File: config.mk
export PLATFORM = sky130hd
export DESIGN_NAME = axi_slice_rr_arbiter
export DESIGN_NICKNAME = d
export VERILOG_FILES = /design/src/rtl/axi_slice_rr_arbiter.sv
export SDC_FILE = /design/constraint.sdc
export NUM_CORES = 1
export LEC_CHECK = 0
export BUFFER_PORTS_ARGS = -buffer_cell sky130_fd_sc_hd__buf_2
export CORE_ASPECT_RATIO = 0.6
export CORE_MARGIN = 10
export CORE_UTILIZATION = 35
export CTS_CLUSTER_SIZE = 30
export DETAILED_ROUTE_END_ITERATION = 6
export GPL_TIMING_DRIVEN = 0
export MAX_ROUTING_LAYER = met4
export PLACE_DENSITY_LB_ADDON = 0.15
export SLEW_MARGIN = 20
export SYNTH_ARGS = -nofsm -noshare
export SYNTH_HDL_FRONTEND = slang
export SYNTH_SLANG_ARGS = --single-unit
File: constraint.sdc
create_clock -name clk_i -period 8.6 [get_ports clk_i]
set_input_delay 2.58 -clock clk_i [delete_from_list [all_inputs] [get_ports clk_i]]
set_output_delay 2.58 -clock clk_i [all_outputs]
set_load 0.02 [all_outputs]
File: src/rtl/axi_slice_rr_arbiter.sv
// Round-robin arbiter with burst locking in front of a registered (non-fall-through) FIFO.
// Beats of one burst are never interleaved with another requester's beats.
module axi_slice_rr_arbiter #(
  parameter int NUM_IN       = 4,
  parameter int DATA_WIDTH   = 64,
  parameter int BUFFER_DEPTH = 2,
  parameter int IDX_W        = (NUM_IN > 1) ? $clog2(NUM_IN) : 1
) (
  input  logic                                 clk_i,
  input  logic                                 rst_i,
  input  logic                                 testmode_i,
  input  logic [NUM_IN-1:0]                    valid_i,
  output logic [NUM_IN-1:0]                    ready_o,
  input  logic [NUM_IN-1:0][DATA_WIDTH-1:0]    data_i,
  input  logic [NUM_IN-1:0]                    last_i,
  output logic                                 valid_o,
  input  logic                                 ready_i,
  output logic [DATA_WIDTH-1:0]                data_o,
  output logic                                 last_o,
  output logic [IDX_W-1:0]                     idx_o,
  output logic                                 busy_o
);

  localparam int PTR_W = (BUFFER_DEPTH > 1) ? $clog2(BUFFER_DEPTH) : 1;
  localparam int CNT_W = $clog2(BUFFER_DEPTH + 1);

  typedef enum logic {IDLE, LOCKED} state_t;

  typedef struct packed {
    logic [IDX_W-1:0]      idx;
    logic                  last;
    logic [DATA_WIDTH-1:0] data;
  } entry_t;

  function automatic logic [PTR_W-1:0] ptr_inc(input logic [PTR_W-1:0] p);
    return (p == PTR_W'(BUFFER_DEPTH - 1)) ? '0 : p + PTR_W'(1);
  endfunction

  function automatic logic [IDX_W-1:0] idx_inc(input logic [IDX_W-1:0] i);
    return (i == IDX_W'(NUM_IN - 1)) ? '0 : i + IDX_W'(1);
  endfunction

  state_t           state;
  logic [IDX_W-1:0] rr_ptr;
  logic [IDX_W-1:0] lock_idx;
  logic [IDX_W-1:0] grant;
  logic [IDX_W-1:0] cand;
  logic             grant_vld;
  logic             full;
  logic             push;
  logic             pop;
  logic             sel_last;
  entry_t           wr_entry;
  entry_t           rd_entry;
  entry_t           mem [BUFFER_DEPTH];
  logic [PTR_W-1:0] wr_ptr;
  logic [PTR_W-1:0] rd_ptr;
  logic [CNT_W-1:0] count;
  logic             unused_testmode;

  // The FIFO has no scan-specific behaviour; the pin is kept for interface compatibility.
  assign unused_testmode = testmode_i;

  // Scan downwards so the lowest offset from rr_ptr is the last (winning) assignment.
  always_comb begin
    grant     = lock_idx;
    grant_vld = 1'b0;
    cand      = '0;
    if (state == LOCKED) begin
      grant_vld = 1'b1;
    end else begin
      for (int k = NUM_IN - 1; k >= 0; k--) begin
        cand = IDX_W'((int'(rr_ptr) + k) % NUM_IN);
        if (valid_i[cand]) begin
          grant     = cand;
          grant_vld = 1'b1;
        end
      end
    end
  end

  always_comb begin
    ready_o = '0;
    if (grant_vld && !full) ready_o[grant] = valid_i[grant];
  end

  assign push     = |ready_o;
  assign sel_last = last_i[grant];
  assign wr_entry = '{idx: grant, last: sel_last, data: data_i[grant]};

  always_ff @(posedge clk_i or posedge rst_i) begin
    if (rst_i) begin
      state    <= IDLE;
      rr_ptr   <= '0;
      lock_idx <= '0;
      busy_o   <= 1'b0;
    end else if (push) begin
      if (sel_last) begin
        state  <= IDLE;
        busy_o <= 1'b0;
        rr_ptr <= idx_inc(grant);
      end else begin
        state    <= LOCKED;
        busy_o   <= 1'b1;
        lock_idx <= grant;
      end
    end
  end

  // ---- output FIFO: push = accepted input beat, pop = downstream handshake ----
  assign valid_o = (count != '0);
  assign full    = (count == CNT_W'(BUFFER_DEPTH));
  assign pop     = valid_o && ready_i;

  always_ff @(posedge clk_i or posedge rst_i) begin
    if (rst_i) begin
      wr_ptr <= '0;
      rd_ptr <= '0;
      count  <= '0;
    end else begin
      if (push) wr_ptr <= ptr_inc(wr_ptr);
      if (pop)  rd_ptr <= ptr_inc(rd_ptr);
      if (push && !pop)      count <= count + CNT_W'(1);
      else if (!push && pop) count <= count - CNT_W'(1);
    end
  end

  always_ff @(posedge clk_i) begin
    if (push) mem[wr_ptr] <= wr_entry;
  end

  assign rd_entry = mem[rd_ptr];
  assign data_o   = rd_entry.data;
  assign last_o   = rd_entry.last;
  assign idx_o    = rd_entry.idx;

endmodule

==> out/qor.csv <==
metric,value,unit
clock slew seen by the registers of the worst setup and hold paths,0.06,ns
CTS-repair resized insts,0,
"Seq/Total Area, Yosys",54.7,%
peak fanout along the critical path,11,
Synth Flop Type,edfxtp_1,
GR Layer Usage met3,5.96,%
DIE AREA,28700,um2
# IOs,341,
port bufs,338,
clock share of power,14.0,%
Worst Skew,0.00821,ns
run status,"finished, final reports clean",
Flop pwr share,27.6,%
GR Util All Layers,19.9,%
crit path launch type,input pin,
critical path type,in -> out,
DRT antenna net count,0,
Period minus WS final,8.20,ns
initial antenna violation count,3,
H-Tree Depth,4,
"non-filler cells, final",1415,
drt initial violations,624,
area grow syn2layout,36.1,%
GR Overflow Total,0,
Via density,5.06,
number of synthesized flops with an enable pin,134,
routed length per placed instance,20.3,um
Arrival @ worst endpoint,5.62,ns
Fmax achieved,122,MHz
asr flop ratio synth,6.29,%
Root Buffer,clkbuf_16,
"FF+latch count, synth",143,
Mapped Area,7760,um2
worst hold path type,reg -> reg,
syn_nets,1024,
Fin. Hold Viols,0,
Final Instance Area,10600,um2
cell area power density,541,nW/um2
area of the core,21900,um2
Post-DP HPWL,22.6,mm
final core occ,48.2,%
sw frac,45.2,%
ratio of cells with drive above 1 in the final layout,41.5,%
worst path required time,6.02,ns
CTS tree,done,
number of max-slew violations in the final report,0,
max-cap violation count,0,
site row count,42,
clk buf depth,2,
setup bufs post-CTS,0,
# DRC,0,
first-pass detailed-route iteration total,5,
Comb power frac,58.4,%
# hold bufs at CTS,0,
Leak,4.64,nW
Final period util,95.3,%
Clock Sinks,143,
initial core utilization,35.4,%
Nets,1385,
unrepaired setup endpoints after global routing,no,
Hold Slack,0.541,ns
syn_area_per_cell,10.3,um2
Global Route met1 Usage,26.3,%
CTS Buf Count,17,
first-pass GRT wire length,42.1,mm
Post-Route WL,28.7,mm
Vias,7157,
Worst slew margin,34.4,%
GR peak layer,met2,
Placed Area,9910,um2
Post-Place Cells,1379,
P_int,3.13,mW
vias in the first global route,7407,
largest net degree at the start of global routing,41,
Ys Warns,0,
Sw Pwr,2.58,mW
clk_lat worst skew,0.42,ns
global placement routability congestion,0.905,
Max IR drop VDD,0.280,mV
crit path capture type,output pin,
Chip Height,135,um
actual slew at the worst max-slew pin,0.984,ns
Die W,212,um
met2 Usage GRT,29.1,%
Netlist cell types,52,
count of final setup violators,0,
Mapped Cells,751,
## area by class of cell
cell class | count | area [um2]
buffer | 56 | 230
timing repair buffer | 342 | 1780
multi-input combinational | 542 | 3260
clock inverter | 14 | 213
inverter | 10 | 40.0
tap | 286 | 358
clock buffer | 18 | 429
antenna | 4 | 10.0
sequential | 143 | 4250
fill | 2119 | 11300
## synthesized netlist by cell type (4+ instances only)
cell type | count | share of area [%]
edfxtp_1 | 134 | 52
and2_1 | 5 | 0.40
mux2_2 | 67 | 9.7
ha_1 | 5 | 0.81
nor2b_1 | 5 | 0.40
dfrtp_1 | 9 | 2.9
a31oi_1 | 64 | 5.2
clkbuf_1 | 36 | 1.7
inv_1 | 9 | 0.44
nor2_1 | 10 | 0.48
and3_1 | 66 | 5.3
buf_1 | 6 | 0.29
buf_2 | 13 | 0.84
nand2_1 | 263 | 13
a21oi_1 | 4 | 0.26
## cells in the final DEF, fill, tap and decap left out, types with 2 or more instances in the layout
cell and n:
buf_2 351, nand2_1 263, edfxtp_1 134, mux2_2 67, and3_1 65, a31oi_1 64, clkbuf_1 37, clkbuf_16 17
nor2_1 10, inv_1 9, dfrtp_1 9, buf_1 6, and2_1 5, ha_1 5, bufinv_16 5, diode_2 4
a21oi_1 4, nor2b_1 4, nand2b_1 3, o21ai_0 3, mux2i_1 3, xnor2_1 3, inv_6 3, buf_12 3
or2_2 2, o22ai_1 2, maj3_1 2, or4_1 2, o211ai_1 2, a32o_1 2, a22o_1 2, mux2_1 2
mux2_4 2, xor2_1 2, clkinv_1 2, clkinvlp_4 2
## registers in the layout (all words and copies together), names as in the netlist
signal and flops:
rd_ptr 1, count 2, mem 134, lock_idx 2, rr_ptr 2, wr_ptr 1
state 1
## logic make-up after synthesis
kind of cell / Yosys count / synth area share (%)
flops: 143 / 54.7
xor+xnor: 5 / 0.564
fa+ha+maj: 7 / 1.06
mux: 75 / 11.1
simple gates: 362 / 20.5
compound gates: 93 / 8.59
buf+inv: 66 / 3.48
## power by group through the flow
stage                     registers (mW)  logic (mW)  clock network [mW]
after floorplan                     1.60        2.12                   0
after global placement              1.65        3.26                   0
after detailed placement            1.59        3.36                   0
after CTS                           1.58        3.37               0.819
after global routing                1.62        3.64               0.849
final                               1.58        3.34               0.799
## worst max-delay path, stage by stage
cell and delay (ns):
buf_2 0.11, buf_2 0.18, or3b_2 0.47, a21oi_1 0.31
a221o_2 0.24, clkbuf_1 0.62, clkbuf_1 0.54, ha_1 0.27
and2_1 0.12, buf_2 0.16
## final timing paths
kind / start / end / slack [ns] / cells past startpoint
hold reg to reg: count[0] / count[0] / 0.54 / 1
setup reg to reg: rr_ptr[0] / mem[0][52] / 4.00 / 12
setup / recovery: valid_i[1] / ready_o[0] / 0.40 / 10
min in group asynchronous: rst_i / rd_ptr / 2.15 / 2
max in group asynchronous: rst_i / state / 6.15 / 2
hold / removal: count[0] / count[0] / 0.54 / 1
## layer usage
metal | vias to the layer above | share of wire [%] | routed length (um)
met5 | - | 0 | 0
met4 | 0 | 1.2 | 348
met3 | 16 | 8.6 | 2460
met2 | 310 | 44 | 12500
met1 | 3404 | 47 | 13400
li1 | 3427 | - | -
## per-stage QoR
step                setup slack, ns  power, mW  TNS [ns]
CTS                           0.391       5.77         0
detailed placement            0.403       4.95         0
finish                        0.403       5.71         0
floorplan                     0.252       3.72         0
global placement              -2.76       4.91   -190.01
global route                  0.265       6.11         0
Note: power is estimated with default switching activity, not from simulation.
